### src/rtl/mips_pkg.sv
// rtl/mips_pkg.sv - shared constants, fetch state type and alignment helper
// Purpose: types and constants shared by the instruction-fetch stage files.
// Ports: none (package).
package mips_pkg;

  localparam int ADDR_W  = 32;
  localparam int INSTR_W = 32;
  localparam logic [31:0] RESET_PC_DEFAULT = 32'h0000_0000;

  typedef enum logic [2:0] {
    ST_IDLE,
    ST_REQ,
    ST_WAIT,
    ST_HOLD,
    ST_FAULT
  } fetch_state_t;

  // Instructions are word-aligned: the two low address bits must be zero.
  function automatic logic is_aligned(input logic [1:0] lsb);
    return lsb == 2'b00;
  endfunction

endpackage

### src/rtl/mips_fetch_stage_if.sv
// rtl/mips_fetch_stage_if.sv - instruction memory and core handshake bundle
// Purpose: groups the instruction-memory request/response channel and the
// fetch-to-core presentation channel.
// Ports (signals):
//   imem_req_valid/imem_req_ready/imem_addr   request to instruction memory
//   imem_rsp_valid/imem_rsp_data              response from instruction memory
//   if_valid/if_ready/if_pc/if_instr          instruction presented to the core
//   next_pc                                   core's computed next address
// Modports: master = fetch stage, slave = memory + core side.
interface mips_fetch_stage_if #(
  parameter int ADDR_W = mips_pkg::ADDR_W
);
  import mips_pkg::*;

  logic                imem_req_valid;
  logic                imem_req_ready;
  logic [ADDR_W-1:0]   imem_addr;
  logic                imem_rsp_valid;
  logic [INSTR_W-1:0]  imem_rsp_data;
  logic                if_valid;
  logic                if_ready;
  logic [ADDR_W-1:0]   if_pc;
  logic [INSTR_W-1:0]  if_instr;
  logic [ADDR_W-1:0]   next_pc;

  modport master (
    output imem_req_valid, imem_addr, if_valid, if_pc, if_instr,
    input  imem_req_ready, imem_rsp_valid, imem_rsp_data, if_ready, next_pc
  );

  modport slave (
    input  imem_req_valid, imem_addr, if_valid, if_pc, if_instr,
    output imem_req_ready, imem_rsp_valid, imem_rsp_data, if_ready, next_pc
  );

endinterface

### src/rtl/pc_reg.sv
// rtl/pc_reg.sv - program counter register with load enable and alignment check
// Purpose: holds the PC; loads d on load only when d is word-aligned.
// Ports:
//   clk, rst_n   clock, asynchronous active-low reset (q <= RESET_PC)
//   load         load request (taken only if d is aligned)
//   d            candidate next PC
//   q            current PC
//   misaligned   combinational: d has nonzero low bits
module pc_reg
  import mips_pkg::*;
#(
  parameter int                ADDR_W   = mips_pkg::ADDR_W,
  parameter logic [ADDR_W-1:0] RESET_PC = '0
) (
  input  logic              clk,
  input  logic              rst_n,
  input  logic              load,
  input  logic [ADDR_W-1:0] d,
  output logic [ADDR_W-1:0] q,
  output logic              misaligned
);

  assign misaligned = !is_aligned(d[1:0]);

  // A misaligned target leaves the PC pointing at the faulting instruction.
  always_ff @(posedge clk or negedge rst_n) begin
    if (!rst_n) begin
      q <= RESET_PC;
    end else if (load && !misaligned) begin
      q <= d;
    end
  end

endmodule

### src/rtl/mips_fetch_stage.sv
// rtl/mips_fetch_stage.sv - instruction fetch stage feeding the single-cycle core
// Purpose: owns the PC, requests instruction words, holds the returned word and
// presents {pc, instr} to the core; loads the core's next_pc on each retire.
// Ports:
//   clk, rst_n  clock, asynchronous active-low reset
//   halt        stop fetching (sampled in IDLE and on retire)
//   bus         mips_fetch_stage_if.master: imem request/response, core handshake
//   fault       sticky misaligned-next_pc flag (cleared only by reset)
//   retired     count of retired instructions (wraps)
module mips_fetch_stage
  import mips_pkg::*;
#(
  parameter int                ADDR_W   = mips_pkg::ADDR_W,
  parameter logic [ADDR_W-1:0] RESET_PC = ADDR_W'(RESET_PC_DEFAULT)
) (
  input  logic                 clk,
  input  logic                 rst_n,
  input  logic                 halt,
  mips_fetch_stage_if.master   bus,
  output logic                 fault,
  output logic [31:0]          retired
);

  fetch_state_t         state, state_next;
  logic [INSTR_W-1:0]   instr_q;
  logic [ADDR_W-1:0]    pc;
  logic                 pc_misaligned;
  logic                 retire;

  assign retire = (state == ST_HOLD) && bus.if_ready;

  pc_reg #(
    .ADDR_W   (ADDR_W),
    .RESET_PC (RESET_PC)
  ) u_pc_reg (
    .clk        (clk),
    .rst_n      (rst_n),
    .load       (retire),
    .d          (bus.next_pc),
    .q          (pc),
    .misaligned (pc_misaligned)
  );

  always_ff @(posedge clk or negedge rst_n) begin
    if (!rst_n) begin
      state <= ST_IDLE;
    end else begin
      state <= state_next;
    end
  end

  always_comb begin
    state_next = state;
    case (state)
      ST_IDLE:  if (!halt) state_next = ST_REQ;
      ST_REQ:   if (bus.imem_req_ready) state_next = ST_WAIT;
      ST_WAIT:  if (bus.imem_rsp_valid) state_next = ST_HOLD;
      ST_HOLD: begin
        if (bus.if_ready) begin
          if (pc_misaligned) state_next = ST_FAULT;
          else if (halt)     state_next = ST_IDLE;
          else               state_next = ST_REQ;
        end
      end
      ST_FAULT: state_next = ST_FAULT;
      default:  state_next = ST_IDLE;
    endcase
  end

  // Responses are only meaningful in WAIT; anything else (stale after reset,
  // stray in IDLE/FAULT) is dropped here.
  always_ff @(posedge clk or negedge rst_n) begin
    if (!rst_n) begin
      instr_q <= '0;
    end else if (state == ST_WAIT && bus.imem_rsp_valid) begin
      instr_q <= bus.imem_rsp_data;
    end
  end

  always_ff @(posedge clk or negedge rst_n) begin
    if (!rst_n) begin
      retired <= '0;
      fault   <= 1'b0;
    end else if (retire) begin
      retired <= retired + 32'd1;
      if (pc_misaligned) fault <= 1'b1;
    end
  end

  // Moore outputs: decoded from state only.
  assign bus.imem_req_valid = (state == ST_REQ);
  assign bus.imem_addr      = pc;
  assign bus.if_valid       = (state == ST_HOLD);
  assign bus.if_pc          = pc;
  assign bus.if_instr       = instr_q;

endmodule

### src/flat_wrapper.sv
// flat-port wrapper written by rule: the top's interface ports become plain ports
module mips_fetch_stage_flat import mips_pkg::*;
#(
  parameter int                ADDR_W   = mips_pkg::ADDR_W,
  parameter logic [ADDR_W-1:0] RESET_PC = ADDR_W'(RESET_PC_DEFAULT)
)
  (clk, rst_n, halt, fault, retired, bus_imem_req_valid, bus_imem_addr, bus_if_valid, bus_if_pc, bus_if_instr, bus_imem_req_ready, bus_imem_rsp_valid, bus_imem_rsp_data, bus_if_ready, bus_next_pc);
  mips_fetch_stage_if #(.ADDR_W(ADDR_W)) bus_i ();
  input  logic clk;
  input  logic rst_n;
  input  logic halt;
  output logic fault;
  output logic [31:0] retired;
  output wire logic [$bits(bus_i.imem_req_valid)-1:0] bus_imem_req_valid;
  output wire logic [$bits(bus_i.imem_addr)-1:0] bus_imem_addr;
  output wire logic [$bits(bus_i.if_valid)-1:0] bus_if_valid;
  output wire logic [$bits(bus_i.if_pc)-1:0] bus_if_pc;
  output wire logic [$bits(bus_i.if_instr)-1:0] bus_if_instr;
  input wire logic [$bits(bus_i.imem_req_ready)-1:0] bus_imem_req_ready;
  input wire logic [$bits(bus_i.imem_rsp_valid)-1:0] bus_imem_rsp_valid;
  input wire logic [$bits(bus_i.imem_rsp_data)-1:0] bus_imem_rsp_data;
  input wire logic [$bits(bus_i.if_ready)-1:0] bus_if_ready;
  input wire logic [$bits(bus_i.next_pc)-1:0] bus_next_pc;
  assign bus_imem_req_valid = bus_i.imem_req_valid;
  assign bus_imem_addr = bus_i.imem_addr;
  assign bus_if_valid = bus_i.if_valid;
  assign bus_if_pc = bus_i.if_pc;
  assign bus_if_instr = bus_i.if_instr;
  assign bus_i.imem_req_ready = bus_imem_req_ready;
  assign bus_i.imem_rsp_valid = bus_imem_rsp_valid;
  assign bus_i.imem_rsp_data = bus_imem_rsp_data;
  assign bus_i.if_ready = bus_if_ready;
  assign bus_i.next_pc = bus_next_pc;
  mips_fetch_stage #(.ADDR_W(ADDR_W), .RESET_PC(RESET_PC)) u_core (.clk(clk), .rst_n(rst_n), .halt(halt), .bus(bus_i), .fault(fault), .retired(retired));
endmodule
### config.mk
export PLATFORM = sky130hd
export DESIGN_NAME = mips_fetch_stage_flat
export DESIGN_NICKNAME = d
export VERILOG_FILES = /design/src/rtl/mips_pkg.sv /design/src/rtl/mips_fetch_stage_if.sv /design/src/rtl/pc_reg.sv /design/src/rtl/mips_fetch_stage.sv /design/src/flat_wrapper.sv
export SDC_FILE = /design/constraint.sdc
export NUM_CORES = 1
export LEC_CHECK = 0
export ABC_AREA = 1
export BUFFER_PORTS_ARGS = -buffer_cell sky130_fd_sc_hd__buf_2
export CAP_MARGIN = 20
export CORE_ASPECT_RATIO = 0.9
export CORE_UTILIZATION = 43
export CTS_CLUSTER_SIZE = 40
export DETAILED_ROUTE_END_ITERATION = 10
export PLACE_DENSITY_LB_ADDON = 0.15
export SYNTH_ARGS = -nofsm -noshare
export SYNTH_HDL_FRONTEND = slang
export SYNTH_SLANG_ARGS = --single-unit
### constraint.sdc
create_clock -name clk -period 1.3 [get_ports clk]
set_input_delay 0.195 -clock clk [delete_from_list [all_inputs] [get_ports clk]]
set_output_delay 0.195 -clock clk [all_outputs]
set_load 0.005 [all_outputs]
[Yosys cells after proc, flatten, opt, wreduce, memory -nomap -nowiden]
Index checks and enable logic that the tools add are counted.
Word-level totals
  bits in registers: 100
  input bits: 70
  output and inout bits: 131
Cells by class
  add/subtract/negate cells: 1
  eq/ne operators: 8
  multiplexer cells: 7
  bitwise gates (word level): 1
  reductions and logical operators: 7
Operators with widths (count)
  $add A32 B1 Y32 const B: 1
  $mux W3: 5
  $pmux W3 S5: 1
  $eq A3 B2 Y1 const B: 2
  $ne A2 B1 Y1 const B: 2
  $ne A2 B2 Y1 const B: 2
  $reduce_and A4 Y1: 1
  $eq A3 B1 Y1 const B: 1
  $eq A3 B3 Y1 const B: 1
  $logic_and A1 B1 Y1: 3
  $logic_not A3 Y1: 1
  $logic_not A2 Y1: 1
  $reduce_and A2 Y1: 1
  $mux W1: 1
  $not A1 Y1: 1

[Longest topological paths before layout]
Gate-level depths: netlist of the first run.
  word-level depth: 4
  mapped depth: 10
  depth with buffers taken out: 10

[By module]
A second synthesis of the first run with hierarchy kept.
Unflattened totals
  cells, all modules: 498
  area total of the unflattened synthesis: 4764.6 µm²
Modules (own cells, without submodules)
  mips_fetch_stage: times used 1, cells each 359, area each 3477.1 µm²
  pc_reg: times used 1, cells each 139, area each 1287.5 µm²

[Worst setup path before layout of the first run]
Ideal clock, no wire load.
  path type: reg2reg
  start: register u_core.retired[1]
  end: register u_core.retired[14]
  library setup time: 113 ps
  data arrival time: 1299 ps
  data required time: 1187 ps
  setup slack: -111 ps
  stages on the path, launching flop included: 11
  path buffers: 0
  path through: dfrtp_1 ha_1 inv_1 nor2_1 nand2_1 nor2_4 nand2_2 nor2_1 nand2_1 nand2_1 inv_1
Between the ends
  cells in the longest elaborated chain, start to end: 1
RTL lines
  start: declaration: RTL line mips_fetch_stage.sv:21  | output logic [31:0] retired
  start signal: assignment: RTL line mips_fetch_stage.sv:85  | retired <= retired + 32'd1;
  $add A32 B1 Y32: RTL line mips_fetch_stage.sv:85
No other way between the ends.
A chain may end at the register's enable or synchronous reset.

[Worst setup path after layout of the first run]
  start: register u_core.state[2]
  end: register u_core.instr_q[1], in the netlist u_core.bus.if_instr[1]
Between the ends
  cells in the longest elaborated chain, start to end: 2
RTL lines
  start: declaration: RTL line mips_fetch_stage.sv:24  | fetch_state_t state, state_next;
  start signal: assignment: RTL line mips_fetch_stage.sv:48  | state <= state_next;
  $eq A3 B2 Y1: RTL line mips_fetch_stage.sv:75  | end else if (state == ST_WAIT && bus.imem_rsp_valid) begin
  $logic_and A1 B1 Y1: RTL line mips_fetch_stage.sv:75
  end signal: assignment: RTL line mips_fetch_stage.sv:76  | instr_q <= bus.imem_rsp_data;
  end: declaration: RTL line mips_fetch_stage.sv:25  | logic [INSTR_W-1:0] instr_q;
No other way between the ends.

==> results of run 1 <==
layout make-up:
| cell class | instances | area [sq um] | area share (%) |
|---|---|---|---|
| tap | 129 | 161 | 2.23 |
| clock inverter | 6 | 63.8 | 0.882 |
| timing repair inverter | 1 | 11.3 | 0.156 |
| clock buffer | 9 | 225 | 3.11 |
| timing repair buffer | 290 | 2000 | 27.6 |
| sequential | 100 | 2500 | 34.6 |
| inverter | 43 | 188 | 2.59 |
| multi-input combinational | 318 | 2080 | 28.8 |
repair_timing:
action                                  in CTS  in global routing
resized for setup                           73                 67
endpoints found under the setup margin      91                100
gates cloned                                 6                  0
hold endpoints to repair                    20                  0
pin swaps                                   26                 29
setup buffers                               21                  8
hold buffers                                 1                  0
power breakdown:
part / internal, mW / total [mW] / switching, mW
Clock: 1.48 / 2.64 / 1.16
Combinational: 3.06 / 5.36 / 2.30
Sequential: 4.23 / 4.96 / 0.728
Total: 8.78 / 13.0 / 4.19
final timing paths:
path | from | endpoint | cells after the start | slack (ns)
max reg2reg | u_core.state[2]$_DFFE_PN0P_ | u_core.bus.if_instr[1]$_DFFE_PN0P_ | 6 | -0.28
max in group asynchronous | rst_n | u_core.bus.if_instr[18]$_DFFE_PN0P_ | 3 | 0.47
max | u_core.state[2]$_DFFE_PN0P_ | u_core.bus.if_instr[1]$_DFFE_PN0P_ | 6 | -0.28
min reg2reg | u_core.fault$_DFFE_PN0P_ | u_core.fault$_DFFE_PN0P_ | 2 | 0.48
min | bus_next_pc[18] | u_core.u_pc_reg.q[18]$_DFFE_PN0P_ | 3 | 0.05
min in group asynchronous | rst_n | u_core.retired[26]$_DFFE_PN0P_ | 2 | 0.29
registers in the layout, summed over array words and instances, names as in the netlist:
| name | cells |
|---|---|
| u_core.bus.if_instr | 32 |
| u_core.fault | 1 |
| u_core.retired | 32 |
| u_core.state | 3 |
| u_core.u_pc_reg.q | 32 |
worst max-delay path: cells and delay by family, from the launching register on:
family | cells | cell delay [ns]
buffers and inverters | 3 | 0.43
flip-flops | 1 | 0.40
multiplexers | 1 | 0.29
AND/OR/NAND/NOR | 2 | 0.34
placed cells by master, fill, tap and decap left out, types with 3 or more instances in the layout:
master / n
buf_2: 196
nand2_1: 146
dfrtp_1: 98
buf_4: 57
inv_1: 36
mux2_2: 26
nor2_4: 22
nand2_2: 21
buf_6: 19
nor2_1: 18
nand4_1: 13
nand3_1: 9
xnor2_1: 9
clkbuf_16: 9
buf_12: 9
nand2_4: 7
xor2_1: 7
mux2_4: 6
nor2_2: 5
nand3_2: 5
buf_16: 5
inv_2: 4
nor3_4: 3
o21ai_1: 3
xnor2_2: 3
buf_8: 3
routing by layer:
layer	vias to the layer above	share of wire [%]	wire [um]
li1	2060	-	-
met1	1995	42	5230
met2	146	51	6470
met3	19	5.6	711
met4	0	1.4	178
met5	-	0	0
logic make-up (layout without fill, tap and decap cells):
| logic type | count (synthesis) | after routing | share of synthesized area [%] |
|---|---|---|---|
| multiplexers | 32 | 32 | 7.68 |
| buffers and inverters | 85 | 349 | 10.2 |
| flip-flops | 100 | 100 | 53.3 |
| adder cells (fa/ha/maj) | 1 | 1 | 0.267 |
| XOR/XNOR | 20 | 20 | 3.73 |
| AND/OR/NAND/NOR | 256 | 256 | 23.7 |
| AO/OA/AOI/OAI | 9 | 9 | 1.09 |
==> metrics.yaml, run 1 <==
drcViolationCount: 18
grt_use_met1_pct: 27.0
grt_pass1_wl_um: 19800
critical_path.startpoint_type: "register"
fin_worst_skew_ns: 0.0113
port_buffers: 200
rsz0062_at_grt: "true"
cp_max_fo: 6
viasPerCell: 4.71
setup_viol: 99
worst-setup-path-type: "register to register"
synth_edf_count: 0
cp_slowest_cell: "dfrtp_1"
final_cell_area_sq_um: 7230
synth_top_area_cell: "dfrtp_1"
fin_cells: 896
postSynthCellCount: 503
dpl_cell_area_sq_um: 6050
clock_path_buffers: 2
slew_violations: 0
root_buffer: "clkbuf_16"
pin_count: 201
first_global_vias: 4141
async_reset_ff_share_pct: 100
synth_area_sq_um: 4690
std_cell_rows: 35
syn_area_per_cell_sq_um: 9.33
ys.flop_type: "dfrtp_1"
wl_um: 12600
fin_ws_ns: -0.279
hold_viol: 0
synth-seq-area-share_pct: 53.3
synth_cell_types: 29
power_density_nw_per_um2: 1790
numCtsBuffers: 9
p_leak_nw: 3.99
clk_pin_slew_ns: 0.07
areaGrowthSynthToFinish_pct: 54.2
place.gp.congestion: 0.828
h-tree-depth: 3
vias: 4220
fin_crit_ns: 1.58
insertion_delay_ns: 0.34
fin_util_pct: 69.4
tightestPinTransition_ns: 0.323
dp_hpwl_um: 8650
final_layout_size_suffix_gt1_share_pct: 54.9
ys_ff_latch: 100
pre_cts_ws_ns: -0.239
track_usage_pct: 22.4
arrival_ns: 1.80
holdCritPathClass: "primary input to register"
core_sq_um: 10400
cpPeakStageDelay_ns: 0.40
dp.cells: 849
diodes: 0
crit_top_cell: "buf_6"
maxCapViolations: 0
crit_path_end_kind: "register"
use_met2_pct: 40.7
total_power_mw: 13.0
layout.nets: 834
yosysTopAreaCellShare_pct: 53.3
synth_fp_nets: 574
max_freq_mhz: 633
period_share_pct: 121
wire_per_inst_um: 14.0
grt_max_degree: 43
slew_headroom_pct: 78.5
violations: "DRC, setup timing"
ir_drop_mv: 1.35
ys_top_cells_by_count: "nand2_1, dfrtp_1, inv_1, nor2_1, buf_4"
holdWs_ns: 0.0526
yosysWarnings: 0
grt_overflow: 0
tns_ns: -20.43
synthTopCellsByArea: "dfrtp_1, nand2_1, mux2_2"
die-area_sq_um: 11300
ant_nets: 0
worstPathRequired_ns: 1.52
start_util_pct: 45.0
cts.sinks: 100
top_usage_layer: "met2"
cts_tree: "built"
synth.most_common_cell: "nand2_1"
dr.pass1.iters: 7
drt_iter0_drc: 156
status: "finished with violations"
antenna_found_initial: 0
fillers: 793
die_h_um: 101
crit_path_cell_trace: "buf_6, buf_6, nor2_4, nand3_4, buf_12, mux2_4"
die-width_um: 112
use_met3_pct: 5.05
Power figures use the tool's default switching activity.
==> run 2: changes to the inputs <==
--- a/config.mk
+++ b/config.mk
@@ -12,6 +12,7 @@
 export CORE_UTILIZATION = 43
 export CTS_CLUSTER_SIZE = 40
 export DETAILED_ROUTE_END_ITERATION = 10
+export HOLD_SLACK_MARGIN = 0.12
 export PLACE_DENSITY_LB_ADDON = 0.15
 export SYNTH_ARGS = -nofsm -noshare
 export SYNTH_HDL_FRONTEND = slang
==> run 2 against run 1 <==
Net effect:
- global-route usage rose by 2.4 points
- critical path depth is the same
- hold slack better by 0.19 ns
- first-iteration DRC count increased by 35%
- cell area rose by 8.8%
- the flow still finishes with violations (DRC, setup timing)
- critical path type unchanged
- register-to-register slack lost 0.02 ns
- final cell count is 7.1% higher
- highest routed layer unchanged
==> metrics.yaml, run 2 (same netlist as run 1, synthesis figures left out) <==
cp_max_fo: 11
grt_overflow: 0
max_freq_mhz: 626
grt_max_degree: 43
vias: 4545
diodes: 0
core_sq_um: 10400
final_cell_area_sq_um: 7870
fin_ws_ns: -0.298
violations: "DRC, setup timing"
crit_top_cell: "buf_6"
fin_crit_ns: 1.60
dr.pass1.iters: 10
first_global_vias: 4627
slew_violations: 0
hold_viol: 0
cts_tree: "built"
worst-setup-path-type: "register to register"
cpPeakStageDelay_ns: 0.40
period_share_pct: 123
fillers: 695
place.gp.congestion: 0.828
setup_viol: 101
die-area_sq_um: 11300
maxCapViolations: 0
root_buffer: "clkbuf_16"
worstPathRequired_ns: 1.52
tightestPinTransition_ns: 0.325
start_util_pct: 45.0
rsz0062_at_grt: "true"
track_usage_pct: 24.8
antenna_found_initial: 0
numCtsBuffers: 9
die_h_um: 101
grt_pass1_wl_um: 21800
holdCritPathClass: "primary input to register"
holdWs_ns: 0.240
final_layout_size_suffix_gt1_share_pct: 50.9
power_density_nw_per_um2: 1690
tns_ns: -21.53
h-tree-depth: 3
cts.sinks: 100
ant_nets: 0
r2r_slack_ns: -0.30
dp_hpwl_um: 8650
ir_drop_mv: 1.34
fin_worst_skew_ns: 0.0115
insertion_delay_ns: 0.34
areaGrowthSynthToFinish_pct: 67.8
pre_cts_ws_ns: -0.239
die-width_um: 112
dpl_cell_area_sq_um: 6050
crit_path_cell_trace: "buf_6, buf_6, nor2_4, nand3_4, buf_16, mux2_2"
arrival_ns: 1.82
viasPerCell: 4.73
port_buffers: 200
wire_per_inst_um: 14.9
critical_path.startpoint_type: "register"
layout.nets: 898
cp_slowest_cell: "dfrtp_1"
wl_um: 14300
layout_commonest_cell: "buf_2"
clock_path_buffers: 2
drcViolationCount: 17
drt_iter0_drc: 210
status: "finished with violations"
std_cell_rows: 35
pin_count: 201
p_leak_nw: 4.25
crit_path_end_kind: "register"
mostFrequentLayoutCells: "buf_2, nand2_1, dfrtp_1"
slew_headroom_pct: 78.3
clk_pin_slew_ns: 0.07
## run 2: metal layers
metal  share of wire (%)  track usage, %
met1                  40            27.8
met2                  53            47.1
met3                 5.7            5.29
met4                 1.9            8.21
met5                   0               0
## run 2: path summary, 6_finish.rpt
kind	start	to	depth (start not counted)
worst max-delay path	u_core.state[2]$_DFFE_PN0P_	u_core.bus.if_instr[5]$_DFFE_PN0P_	6
worst min-delay path	bus_next_pc[0]	u_core.fault$_DFFE_PN0P_	5
worst max register to register	u_core.state[2]$_DFFE_PN0P_	u_core.bus.if_instr[5]$_DFFE_PN0P_	6
worst min register to register	u_core.fault$_DFFE_PN0P_	u_core.fault$_DFFE_PN0P_	2
max in group asynchronous	rst_n	u_core.bus.if_instr[18]$_DFFE_PN0P_	3
min in group asynchronous	rst_n	u_core.retired[26]$_DFFE_PN0P_	2
## run 2: cell type report
type | instances | area [sq um] | share of cell area, %
Timing Repair inverter | 1 | 11.3 | 0.143
Sequential cell | 100 | 2510 | 31.8
Inverter | 43 | 188 | 2.38
Tap cell | 129 | 161 | 2.05
Clock inverter | 6 | 63.8 | 0.811
Clock buffer | 9 | 225 | 2.86
Multi-Input combinational cell | 318 | 2070 | 26.4
Timing Repair Buffer | 354 | 2640 | 33.5
## run 2: power breakdown
group	internal (mW)	leakage, nW	switching [mW]
Sequential	4.23	1.26	0.782
Clock	1.48	0.138	1.16
Combinational	3.20	2.85	2.44
## run 2: timing repair
| action | CTS | global route |
|---|---|---|
| pin swaps | 26 | 29 |
| gates resized for setup | 73 | 64 |
| setup endpoints to repair | 91 | 100 |
| gates cloned | 6 | 0 |
| setup buffers | 21 | 9 |
| endpoints found under the hold margin | 162 | 0 |
| hold buffers | 63 | 0 |
## run 2: worst max-delay path, delay by kind of cell, from the launching register on
kind	cells	cell delay, ns
buffers and inverters	3	0.45
flip-flops	1	0.40
AND/OR/NAND/NOR	2	0.35
multiplexers	1	0.29
## run 2: stage by stage
step / utilization, % / std cells / power (mW)
finish: 75.5 / 960 / 13.3
floorplan: - / 503 / 7.43
CTS: 72.9 / 952 / 12.8
global placement: 58.1 / 849 / 9.06
global route: 75.5 / 960 / 14.1
detailed placement: 58.1 / 849 / 9.18
